File: config.mk
export PLATFORM = sky130hd
export DESIGN_NAME = multi_code_lock
export DESIGN_NICKNAME = d
export VERILOG_FILES = /design/src/rtl/multi_code_lock.sv
export SDC_FILE = /design/constraint.sdc
export NUM_CORES = 1
export LEC_CHECK = 0
export ABC_AREA = 1
export BUFFER_PORTS_ARGS = -buffer_cell sky130_fd_sc_hd__buf_2
export CAP_MARGIN = 0
export CORE_UTILIZATION = 60
export DETAILED_ROUTE_END_ITERATION = 10
export GPL_TIMING_DRIVEN = 0
export PLACE_DENSITY = 0.9
export SLEW_MARGIN = 10
export SYNTH_ARGS = -nofsm -noshare
export SYNTH_HDL_FRONTEND = slang
export SYNTH_SLANG_ARGS = --single-unit
File: constraint.sdc
create_clock -name clock -period 2.3 [get_ports clock]
set_input_delay 0.115 -clock clock [delete_from_list [all_inputs] [get_ports clock]]
set_output_delay 0.115 -clock clock [all_outputs]
set_load 0.01 [all_outputs]
File: src/rtl/multi_code_lock.sv
// Parametrised pushbutton code lock: key synchroniser, single-press detector,
// entry/unlock/reprogram FSM with failure counting and a timed lockout.
module multi_code_lock #(
    parameter int KEY_WIDTH      = 4,
    parameter int CODE_LEN       = 4,
    parameter logic [CODE_LEN*$clog2(KEY_WIDTH)-1:0] DEFAULT_CODE = 8'h39,
    parameter int SYNC_LEN       = 2,
    parameter int MAX_FAILS      = 3,
    parameter int LOCKOUT_CYCLES = 1000
) (
    input  logic                                clock,
    input  logic                                reset,
    input  logic [KEY_WIDTH-1:0]                KEY,
    output logic                                LOCKED,
    output logic                                ERROR,
    output logic                                LOCKOUT,
    output logic [$clog2(CODE_LEN+1)-1:0]       digit_count,
    output logic [$clog2(MAX_FAILS+1)-1:0]      fail_count,
    output logic [$clog2(KEY_WIDTH)-1:0]        last_key
);

    localparam int KW = $clog2(KEY_WIDTH);
    localparam int CW = $clog2(CODE_LEN + 1);
    localparam int FW = $clog2(MAX_FAILS + 1);
    localparam int IW = (CODE_LEN > 1) ? $clog2(CODE_LEN) : 1;
    localparam int TW = (LOCKOUT_CYCLES > 1) ? $clog2(LOCKOUT_CYCLES) : 1;

    typedef enum logic [2:0] {
        S_ENTRY,
        S_UNLOCKED,
        S_PROGRAM,
        S_ERROR,
        S_LOCKOUT
    } state_t;

    state_t                   state;
    logic [KEY_WIDTH-1:0]     sync_q [SYNC_LEN];
    logic [SYNC_LEN-1:0]      valid_q;
    logic [KEY_WIDTH-1:0]     prev;
    logic [CODE_LEN*KW-1:0]   code_q;
    logic [CODE_LEN*KW-1:0]   shadow_q;
    logic                     mismatch;
    logic [TW-1:0]            timer;

    logic [KEY_WIDTH-1:0]     synced;
    logic [KEY_WIDTH-1:0]     low;
    logic                     press;
    logic [KW-1:0]            idx;
    logic [IW-1:0]            ptr;
    logic [KW-1:0]            code_digit;
    logic [CODE_LEN*KW-1:0]   shadow_next;
    logic                     last_digit;
    logic                     miss_next;
    logic [FW-1:0]            fails_inc;

    // {LOCKED, ERROR, LOCKOUT} for a given state
    function automatic logic [2:0] flags_of(input state_t s);
        case (s)
            S_UNLOCKED, S_PROGRAM: flags_of = 3'b000;
            S_ERROR:               flags_of = 3'b110;
            S_LOCKOUT:             flags_of = 3'b111;
            default:               flags_of = 3'b100;
        endcase
    endfunction

    // valid_q marks when the chain holds real samples; until then prev stays
    // all-zeros so a key held through reset cannot look like a fresh press.
    always_ff @(posedge clock) begin
        if (!reset) begin
            for (int unsigned i = 0; i < SYNC_LEN; i++) sync_q[i] <= '1;
            valid_q <= '0;
            prev    <= '0;
        end else begin
            sync_q[0] <= KEY;
            for (int unsigned i = 1; i < SYNC_LEN; i++) sync_q[i] <= sync_q[i-1];
            valid_q <= {valid_q[SYNC_LEN-2:0], 1'b1};
            if (valid_q[SYNC_LEN-1]) prev <= synced;
        end
    end

    always_comb begin
        synced = sync_q[SYNC_LEN-1];
        low    = ~synced;
        press  = (&prev) && (low != '0) && ((low & (low - KEY_WIDTH'(1))) == '0);
        idx    = '0;
        for (int unsigned i = 0; i < KEY_WIDTH; i++)
            if (low[i]) idx = KW'(i);
    end

    always_comb begin
        ptr         = digit_count[IW-1:0];
        code_digit  = '0;
        shadow_next = shadow_q;
        for (int unsigned i = 0; i < CODE_LEN; i++) begin
            if (ptr == IW'(i)) begin
                code_digit                = code_q[i*KW +: KW];
                shadow_next[i*KW +: KW]   = idx;
            end
        end
        last_digit = (digit_count == CW'(CODE_LEN - 1));
        miss_next  = mismatch | (idx != code_digit);
        fails_inc  = fail_count + FW'(1);
    end

    always_ff @(posedge clock) begin
        if (!reset) begin
            state                    <= S_ENTRY;
            {LOCKED, ERROR, LOCKOUT} <= flags_of(S_ENTRY);
            code_q                   <= DEFAULT_CODE;
            shadow_q                 <= DEFAULT_CODE;
            digit_count              <= '0;
            fail_count               <= '0;
            mismatch                 <= 1'b0;
            timer                    <= '0;
            last_key                 <= '0;
        end else begin
            if (press) last_key <= idx;
            case (state)
                S_ENTRY: if (press) begin
                    if (last_digit) begin
                        digit_count <= '0;
                        mismatch    <= 1'b0;
                        if (!miss_next) begin
                            state                    <= S_UNLOCKED;
                            {LOCKED, ERROR, LOCKOUT} <= flags_of(S_UNLOCKED);
                            fail_count               <= '0;
                        end else begin
                            fail_count <= fails_inc;
                            if (fails_inc == FW'(MAX_FAILS)) begin
                                state                    <= S_LOCKOUT;
                                {LOCKED, ERROR, LOCKOUT} <= flags_of(S_LOCKOUT);
                                timer                    <= '0;
                            end else begin
                                state                    <= S_ERROR;
                                {LOCKED, ERROR, LOCKOUT} <= flags_of(S_ERROR);
                            end
                        end
                    end else begin
                        digit_count <= digit_count + CW'(1);
                        mismatch    <= miss_next;
                    end
                end
                S_ERROR: if (press) begin
                    state                    <= S_ENTRY;
                    {LOCKED, ERROR, LOCKOUT} <= flags_of(S_ENTRY);
                end
                S_LOCKOUT: begin
                    if (timer == TW'(LOCKOUT_CYCLES - 1)) begin
                        state                    <= S_ENTRY;
                        {LOCKED, ERROR, LOCKOUT} <= flags_of(S_ENTRY);
                        fail_count               <= '0;
                        timer                    <= '0;
                    end else begin
                        timer <= timer + TW'(1);
                    end
                end
                S_UNLOCKED: if (press) begin
                    if (idx == '0) begin
                        state                    <= S_ENTRY;
                        {LOCKED, ERROR, LOCKOUT} <= flags_of(S_ENTRY);
                    end else if (idx == KW'(KEY_WIDTH - 1)) begin
                        state                    <= S_PROGRAM;
                        {LOCKED, ERROR, LOCKOUT} <= flags_of(S_PROGRAM);
                        digit_count              <= '0;
                    end
                end
                S_PROGRAM: if (press) begin
                    shadow_q <= shadow_next;
                    if (last_digit) begin
                        code_q                   <= shadow_next;
                        digit_count              <= '0;
                        state                    <= S_ENTRY;
                        {LOCKED, ERROR, LOCKOUT} <= flags_of(S_ENTRY);
                    end else begin
                        digit_count <= digit_count + CW'(1);
                    end
                end
                default: begin
                    state                    <= S_ENTRY;
                    {LOCKED, ERROR, LOCKOUT} <= flags_of(S_ENTRY);
                end
            endcase
        end
    end

endmodule
# After elaboration in Yosys (flattened, before gate mapping)
# Memories as Yosys holds them, arrays and structs flattened.
# Index checks and enable logic that the tools add are counted.
# classes
eq_ne	25
n_mux	69
bitwise_logic	5
addsub	4
reduce_logical	18
# ops
operator	n
2-to-1 mux 10 bit	5
2-to-1 mux 3 bit	16
2-to-1 mux 2 bit	14
2-to-1 mux 1 bit	25
!= test 2 bit (second input constant)	11
one-hot mux 10 bit (2 select lines)	1
one-hot mux 1 bit (5 select lines)	3
one-hot mux 3 bit (5 select lines)	1
adder 10 x 1 -> 10 bit (second input constant)	1
== test 10 bit (second input constant)	1
AND reduction 5 bit	2
== test 3 x 2 -> 1 bit (second input constant)	3
== test 2 bit (second input constant)	4
2-to-1 mux 4 bit	2
AND reduction 4 bit	2
AND reduction 8 bit	1
one-hot mux 3 bit (2 select lines)	1
bitwise AND 4 bit	1
logical NOT 2 bit	2
logical NOT 4 bit	1
NOT 4 bit	1
one-hot mux 2 bit (2 select lines)	1
AND reduction 2 bit	2
nonzero test 2 bit	2
15 further kinds	18
# word_totals
word_cells	136
ff_bits	46
n_memories	1
out_inout_bits	10
ramBits	8
# memory_table
name	words	word_bits	read_ports	rd_clocked_by_memory_dff	wr	line	text
sync_q	2	4	2	0	2	37	logic [KEY_WIDTH-1:0] sync_q [SYNC_LEN];

# Depth between registers and ports, before layout
# Gate-level depths: netlist of run 1.
# depth
ltp_word	11
ltp_mapped	15

# Worst setup path before layout of run 1
# Ideal clock, no wire load.
# synth_timing
path_type	register to register
startpoint	register digit_count[0]
endpoint	register timer[3]
t_required_ns	2.238
stages_incl_launch_ff	15
arrival_time_ns	1.682
n_path_buf	1
slack_ns	0.557
cell_sequence	dfxtp_1 -> inv_1 -> ha_1 -> inv_1 -> nor2_1 -> nor2_1 -> nand2_1 -> nand3_1 -> nand3_2 -> nor2_4 -> nand2_4 -> buf_6 -> nand4_1 -> nand2_1 -> nor2_2
# synth_via
elab_chain_len	9
elab_cells_between_ends	14
classes_between	eq/ne (7); mux (4); bitwise (1); reduce/logical (2)
# synth_lines
element	line	text
from (decl)	17	output logic [$clog2(CODE_LEN+1)-1:0] digit_count,
from (signal assigned)	139	digit_count <= digit_count + CW'(1);
from (signal assigned)	175	digit_count <= digit_count + CW'(1);
logical NOT 2 bit	95	if (ptr == IW'(i)) begin
2-to-1 mux 2 bit (4 in series)	95	
!= test 2 bit	101	miss_next = mismatch | (idx != code_digit);
bitwise OR 1 bit	101	
!= test 2 bit (no source line)	--	
AND reduction 5 bit (no source line) (*)	--	
to (signal assigned)	154	timer <= timer + TW'(1);
to (decl)	43	logic [TW-1:0] timer;
# Mark *: on every way between the ends. The rest lies on a longest branch, timed or not.
# A chain may end at the register's enable or synchronous reset.

==> reports/summary.md, run 1 <==
The logs give 392 for the gate count of the mapped netlist and 0.055 for the relative contribution of combinational cells to total power. Setup total negative slack on the finished layout was measured at 0 ps. The global-route total usage across every layer was 0.2723. The via count of the first global-routing pass is 2453, and the full die area is 4865 um2. The startpoint identified for the worst register-to-register timing path is sync_q[0][6]$_SDFF_PN1_. The logs give 340.4 ps for the worst setup timing slack at the placement stage and 478.3 MHz for the fmax.

The worst-case IR drop observed on VDD is 0.4373 mV. The post-synthesis simple-gate area fraction came out at 0.3348. The clock-pin slew on the worst setup and hold paths works out to 100 ps. Counting distinct cell types in the post-synthesis netlist gives 30.

Leaving out fill and tap cells, the most frequent cells in the layout are nand2_1, inv_1, dfxtp_1. The chip width was 69.75 um. The H-tree generated during clock tree synthesis spans 2 levels.

At the later pin of the worst-skew pair, clock insertion delay measures 320 ps. The signal on the critical path passes through inv_2 -> o21ai_2 -> inv_2 -> ha_1 -> nand3_1 -> nand3_1 -> nor2_4 -> inv_2 -> a21oi_1 -> nand3_1. The area share of the leading cell type in the synthesized netlist was 0.3925. dfxtp_1 takes more of the synthesized area than any other cell. The most common cell after layout, fill and taps aside was nand2_1.

The fraction of synthesized area in multiplexers was 0.004089; the max-cap violation count was 0. At the end of routability-driven placement, the weighted congestion stood at 0.9017. The worst-margin pin slew is 471.7 ps. The run gives 5 as the number of search-and-repair iterations in the first detailed-routing pass.

The half-perimeter wire length of the detailed placement result is 4.319 mm. Entering global routing, the biggest net connects 17 pins. Via density per instance: 5.565. In the post-route analysis, the smallest setup slack over all paths is 209.3 ps. Share of synthesized area occupied by flip-flops and latches: 0.3925.

Type of the worst setup path: reg2reg. For this run, the number of Yosys warnings is 0. The count of vias placed by the detailed router was 2621; the per-instance average area after synthesis was 7.025 um2. Buffers added to address setup during post-CTS repair amount to 0.

Setup repair after global routing left no endpoint under its margin. The synthesized-area fraction occupied by adder cells works out to 0.03635. The run gives 10.69 mm as the first-pass GRT wire length.

The run gives 0.3809 mW as the switching power of the nets. The type of element launching the critical path was a flop. The number of hold violations in the final report came out at 0.

At the worst endpoint, the required time is 2500 ps. Xor and xnor fraction of the mapped netlist area: 0.003180. The kind of cell with the highest combined delay along the critical path is simple AND/OR/NAND/NOR gates. After synthesis, the largest family of logic cells by area is simple AND/OR/NAND/NOR gates. The fraction of power consumed by the clock network came out at 0.377. The critical path's largest stage delay was 420 ps; the net switching share of the total power was 0.2261. The routed length per instance is 13.23 um. The run finished with clean final reports. The relative max-transition margin was 0.6856. Portion of the clock cycle consumed by the worst path in the final layout: 0.9090.

The final count of negative-setup-slack endpoints came out at 0. Counting every net in the synthesized netlist gives 406. The internal power component came out at 1.304 mW. The total number of cells along the worst setup path is 10, and the filler cell count is 351. The worst register-to-register path has a depth of 10. CTS saw 54 sinks. The run gives 2754 um2 as the cell area after synthesis. On the final layout, the worst clock skew is 14.34 ps.

The logs give 433 for the final layout net count and 210 ps for the setup slack of the most critical reg-to-reg path. Along the worst path, the maximum fanout reaches 7. In this run, the number of DRC markers left after iteration 0 of detailed routing was 200.

0 antenna diodes ended up in the layout. Library cell contributing the largest single delay on the critical path: dfxtp_1. The fraction of power consumed by sequential logic is 0.568, and the max-slew violation total from the final report is 0. Most used flip-flop cell after synthesis: dfxtp_1.

Dividing total power by cell area gives a power density of 552.1 nW/um2. The number of antenna violations at the first check in global routing is 0. For the worst slack on hold paths, the log shows 418.0 ps. The tools report the remaining global-route overflow as 0.

The terminus of the critical flop-to-flop path was LOCKED$_SDFFE_PN1P_. 16 I/O pins were placed. Ranked by total cell area, the synthesized netlist is headed by dfxtp_1, nand2_1, inv_1, nand3_1, o21ai_0.

The floorplan has 24 rows. The count of state elements after synthesis came out at 54. The synthesized design contains 0 enable-type register cells. The floorplan step set the die height to 69.75 um. The number of buffers and inverters on the critical path was 3. Clock tree root buffer cell: clkbuf_8. TritonCTS built the clock tree. The worst setup path is captured at a flop.

Capture point of the worst path: LOCKED$_SDFFE_PN1P_. The compound-gate portion of the synthesized area was 0.1209; the time the final worst path needs with I/O delays and setup was 2091 ps. The async set-reset flop share out of synthesis works out to 0. The design draws 1.685 mW. The initial core utilization was 0.6281. The post-route core utilization came out at 0.6961. In this run the static leakage power is 1.387 nW. Data arrival time at the worst-slack endpoint: 2290 ps.

Summed over all layers, the routed wires come to 6.231 mm. Tracing the worst setup path back leads to its startpoint at sync_q[0][6]$_SDFF_PN1_. The relative area change from synthesis to final layout is 10.81%, and the maximum number of buffers from clock root to sink is 2.

The run gives 0 as the remaining antenna violation count after routing. Port buffering added 15 buffers. Type of the tightest min-delay check: reg2reg.

The post-route DRC violation count was 0. Buffers inserted during clock tree synthesis total 5. The proportion of layout cells with a drive suffix above 1 works out to 0.1432. After floorplanning, the core was sized to cover 4384 um2.
==> tightest hold or removal path: stages, from the launching register on <==
cell	delay, ps
dfxtp_1	310
nand2_1	50
inv_1	30
==> area by class of cell <==
class	instances	area, um2	area share
multi-input combinational	265	1375	0.4506
inverter	62	232.7	0.07626
buffer	11	65.06	0.02132
tap	52	65.06	0.02132
clock inverter	2	38.79	0.01271
clock buffer	5	68.82	0.02255
sequential	54	1081	0.3542
timing repair buffer	20	125.1	0.04100
==> kinds of logic (layout without fill, tap and decap cells) <==
group,Yosys count,count (layout)
flops,54,54
fa+ha+maj,8,8
mux,1,1
xor+xnor,1,1
compound gates,61,61
simple gates,194,194
buf+inv,73,100
==> power groups by stage <==
stage          combinational, mW  sequential, mW  clock, mW
2_1_floorplan             0.0614           0.975          0
3_3_place_gp              0.0792           0.977          0
3_5_place_dp              0.0830           0.977          0
4_1_cts                   0.0904           0.956      0.634
5_1_grt                    0.102           0.958      0.672
6_report                  0.0920           0.957      0.636
==> Yosys cell counts, types with 2 or more instances <==
cell and count:
a21oi_1 23, buf_2 4, buf_6 2, clkbuf_1 4, dfxtp_1 54, ha_1 8
inv_1 56, inv_2 6, nand2_1 84, nand2_4 2, nand3_1 33, nand4_1 12
nor2_1 39, nor2_4 4, nor3_1 4, o211ai_1 4, o21ai_0 31, or2_2 10
==> routing by layer <==
layer	up-vias	part of all wire	routed length, um	track usage
li1	1304	-	-	-
met1	1201	0.42	2620	0.3318
met2	98	0.50	3092	0.4746
met3	18	0.060	371	0.05378
met4	0	0.024	147	0.1000
met5	-	0	0	0
==> state kept, by name (all words and copies together) (netlist names) <==
signal	cells
ERROR	1
LOCKED	1
LOCKOUT	1
code_q	8
digit_count	3
fail_count	2
last_key	2
mismatch	1
prev	4
shadow_q	8
state	3
sync_q	8
timer	10
valid_q	2
==> timing repair <==
action                                 in CTS  in global routing
gates resized for setup                     0                  0
hold buffers                                5                  0
endpoints found under the hold margin       5                  0
setup endpoints to repair                   0                  0
==> per-stage QoR <==
step	instance area [um2]	std cells
floorplan	2754	392
global placement	2894	459
detailed placement	2894	459
CTS	3052	471
global route	3052	471
finish	3052	471
==> how the worst min path moves through the flow <==
stage	to	cells after the start	slack [ps]	startpoint
floorplan	valid_q[0]$_DFF_P_	0	140	reset
global placement	valid_q[0]$_DFF_P_	1	260	reset
detailed placement	valid_q[0]$_DFF_P_	1	270	reset
CTS	valid_q[1]$_SDFF_PN0_	2	420	valid_q[0]$_DFF_P_
global route	sync_q[0][4]$_SDFF_PN1_	1	440	sync_q[0][0]$_SDFF_PN1_
finish	valid_q[1]$_SDFF_PN0_	2	420	valid_q[0]$_DFF_P_
Note: power is estimated with default switching activity, not from simulation.
==> run 2: changes to the inputs <==
Settings changed: ABC_AREA 1 to not set, CORE_UTILIZATION 60 to 59, PLACE_DENSITY 0.9 to 0.89.
==> reports/summary.md, run 2 <==
The cell count of the worst hold path works out to 1. The final setup slack of the worst path is 66.10 ps, and the max-cap violation count is 0. Buffers placed on the I/O ports in this run total 15.

Cell area after synthesis: 2426 um2. The number of cells on the worst reg-to-reg path is 10, and the setup slack of the most critical reg-to-reg path is 70 ps. The remaining global-route overflow came out at 0. For the final layout net count, the log shows 333. The portion of the clock cycle consumed by the worst path in the final layout is 0.9713, and the number of buffers and inverters on the critical path is 3. The number of search-and-repair iterations in the first detailed-routing pass is 4. In this design, the critical path's most frequently occurring cell is buf_6. The largest registers in the layout are timer x10, code_q x8, sync_q x8.

The via density per instance works out to 5.907. The total number of cells along the worst setup path was 10; the CTS H-tree depth was 2. The clock passes through at most 2 buffers. Max-slew violation total from the final report: 0. The tools report the clock tree root buffer cell as clkbuf_8. In this run the horizontal extent of the chip is 66.13 um.

The routed design could run at a clock period as short as 2234 ps. The data arrival time at the worst-slack endpoint was 2430 ps. First-pass GRT wire length: 8.963 mm. For the relative max-transition margin, the log shows 0.6431. In this run the static leakage power is 1.124 nW.

The detailed router finished its first iteration with 138 violations. The proportion of layout cells with a drive suffix above 1 was 0.1661. The critical path goes through inv_4 -> ha_4 -> buf_6 -> nand3b_1 -> a211oi_2 -> xnor2_2 -> or3_1 -> buf_6 -> a311oi_2 -> nor2_1.

The run gives 0 as the final count of negative-setup-slack endpoints. The run gives 0 as the post-route DRC violation count. For the number of hold violations in the final report, the log shows 0. The tools report the number of CTS-inserted buffers as 5. The register with the most flip-flops in the final layout is timer.

The largest individual stage delay along the critical path comes from the cell or3_1. The area share of the leading cell type in the synthesized netlist came out at 0.4291. The worst setup path is captured at a flop. The worst hold path belongs to the class reg2reg. The number of flip-flops under the largest register name came out at 10.

The highest net fanout along the worst path was 6. Summed over all instances, the cell type with the most area after synthesis is dfxtp_1. In this run the standard cell core region covers 3799 um2. The number of antenna violations at the first check in global routing is 0.

At the pin with the least slew margin, the transition time is 531.2 ps. In this run the core area contains 22 standard-cell rows. The largest net degree at the start of global routing came out at 15.

During synthesis, Yosys emitted a total of 0 warnings. The kind of cell with the highest combined delay along the critical path is simple AND/OR/NAND/NOR gates. For this design, the sink count on the clock tree is 52.

On the final layout, the worst clock skew is 7.324 ps. After detailed routing, the average wire length per cell comes to 15.24 um. During I/O placement, the number of pins put on the boundary was 16. Type of element launching the critical path: a flop. Summing over every cut layer, the via total after detailed routing is 2168. At the placement stage, the worst setup path has a slack of -88.97 ps.

The final antenna diode count came out at 0. The relative area change from synthesis to final layout came out at 15.78%. The most used flip-flop cell after synthesis was dfxtp_1. The flow ran to the end, and the final reports show no timing, DRC or antenna violations.

The async set-reset flop share out of synthesis was 0. The commonest cells after synthesis are dfxtp_1, nand2_1, nor2_1. At the end of routability-driven placement, the weighted congestion stood at 0.8530. Summing all non-filler instances in the final layout gives an area of 2809 um2. The tools report the area after detailed placement as 2561 um2. On the worst path, the slowest cell contributes a delay of 390 ps. Averaged over all synthesized cells, the footprint is 8.395 um2. The global-route total usage across every layer is 0.2686, and the total nets after synthesis is 303. The detail route stage leaves a number of antenna-violating nets equal to 0. The most common cell after layout, fill and taps aside was dfxtp_1. The netlist uses 46 different library cells. The y dimension of the die was 66.13 um; the total routed wirelength was 5.594 mm. After synthesis, the cell types taking the most area are dfxtp_1, nand2_1, nor2_1, ha_1, mux2i_1. The setup path with the least slack is of type reg2reg.

The number of synthesized flops with an enable pin works out to 0. The clock-pin slew on the worst setup and hold paths was 90 ps; the via count of the first global-routing pass was 2018. TritonCTS built the clock tree. For the fmax, the log shows 447.6 MHz.

Count of state elements after synthesis: 52. Full die area: 4373 um2. Power spread over the standard cell area amounts to 535.7 nW/um2.

For the latest clock arrival within the worst-skew pair, the log shows 310 ps. Synthesis produced a netlist whose cell count is 289. STA puts the critical path data required time at 2500 ps.

The worst supply voltage drop on vdd is 0.3850 mV, and the half-perimeter wire length of the detailed placement result is 3.601 mm. The share of synthesized area occupied by flip-flops and latches is 0.4291. In the layout the commonest cells are dfxtp_1, nand2_1, nor2_1.

The tools report the initial core utilization as 0.6387. The most common cell in the synthesized netlist is dfxtp_1.
## run 2: through the flow
stage                     TNS, ps    util  power (mW)  hold slack, ps  std cells
after floorplan                 0       -      0.9956           142.7        289
after global placement     -85.81  0.6742       1.016           292.0        352
after detailed placement   -201.6  0.6742       1.018           292.4        352
after CTS                       0  0.7138       1.500           420.6        364
after global routing       -70.66  0.7395       1.556           448.3        367
final                           0  0.7395       1.505           418.1        367
## run 2: layout make-up
type	instances	area [um2]
clock inverter	1	5.005
timing repair buffer	24	155.1
tap	48	60.06
clock buffer	6	72.57
buffer	16	88.84
multi-input combinational	210	1339
fill	264	989.7
inverter	10	40.04
sequential	52	1049
## run 2: report_power, final
part	total, mW	switching (mW)	leakage (nW)	internal (mW)
clock network	0.496	0.288	0.0410	0.208
registers	0.918	0.00716	0.424	0.910
logic	0.0911	0.0535	0.659	0.0375
## run 2: what timing repair did
item                                   in CTS  in global routing
hold buffers                                5                  0
gates resized for setup                     5                 20
gates cloned                                0                  0
pin swaps                                   0                  5
endpoints found under the hold margin       5                  0
buffers inserted                            0                  4
setup endpoints to repair                  15                 16
## run 2: logic make-up after synthesis
logic type / synth area share
AO/OA/AOI/OAI: 0.1821
AND/OR/NAND/NOR: 0.2450
buffers and inverters: 0.05053
adder cells (fa/ha/maj): 0.04126
flip-flops: 0.4291
multiplexers: 0.03765
XOR/XNOR: 0.01444
## run 2: final timing paths
kind | endpoint | start
worst min-delay path | sync_q[0][6]$_SDFF_PN1_ | sync_q[0][2]$_SDFF_PN1_
worst min register to register | sync_q[0][6]$_SDFF_PN1_ | sync_q[0][2]$_SDFF_PN1_
worst max register to register | state[1]$_SDFFE_PN0P_ | digit_count[1]$_SDFFE_PN0P_
worst max-delay path | state[1]$_SDFFE_PN0P_ | digit_count[1]$_SDFFE_PN0P_
## run 2: per-layer routing
| layer | vias up | share of wire | routed length, um | GRT usage |
|---|---|---|---|---|
| li1 | 1071 | - | - | - |
| met4 | 0 | 0.026 | 146 | 0.09043 |
| met1 | 1013 | 0.45 | 2495 | 0.3240 |
| met3 | 21 | 0.048 | 270 | 0.07586 |
| met2 | 63 | 0.48 | 2682 | 0.4554 |
| met5 | - | 0 | 0 | 0 |
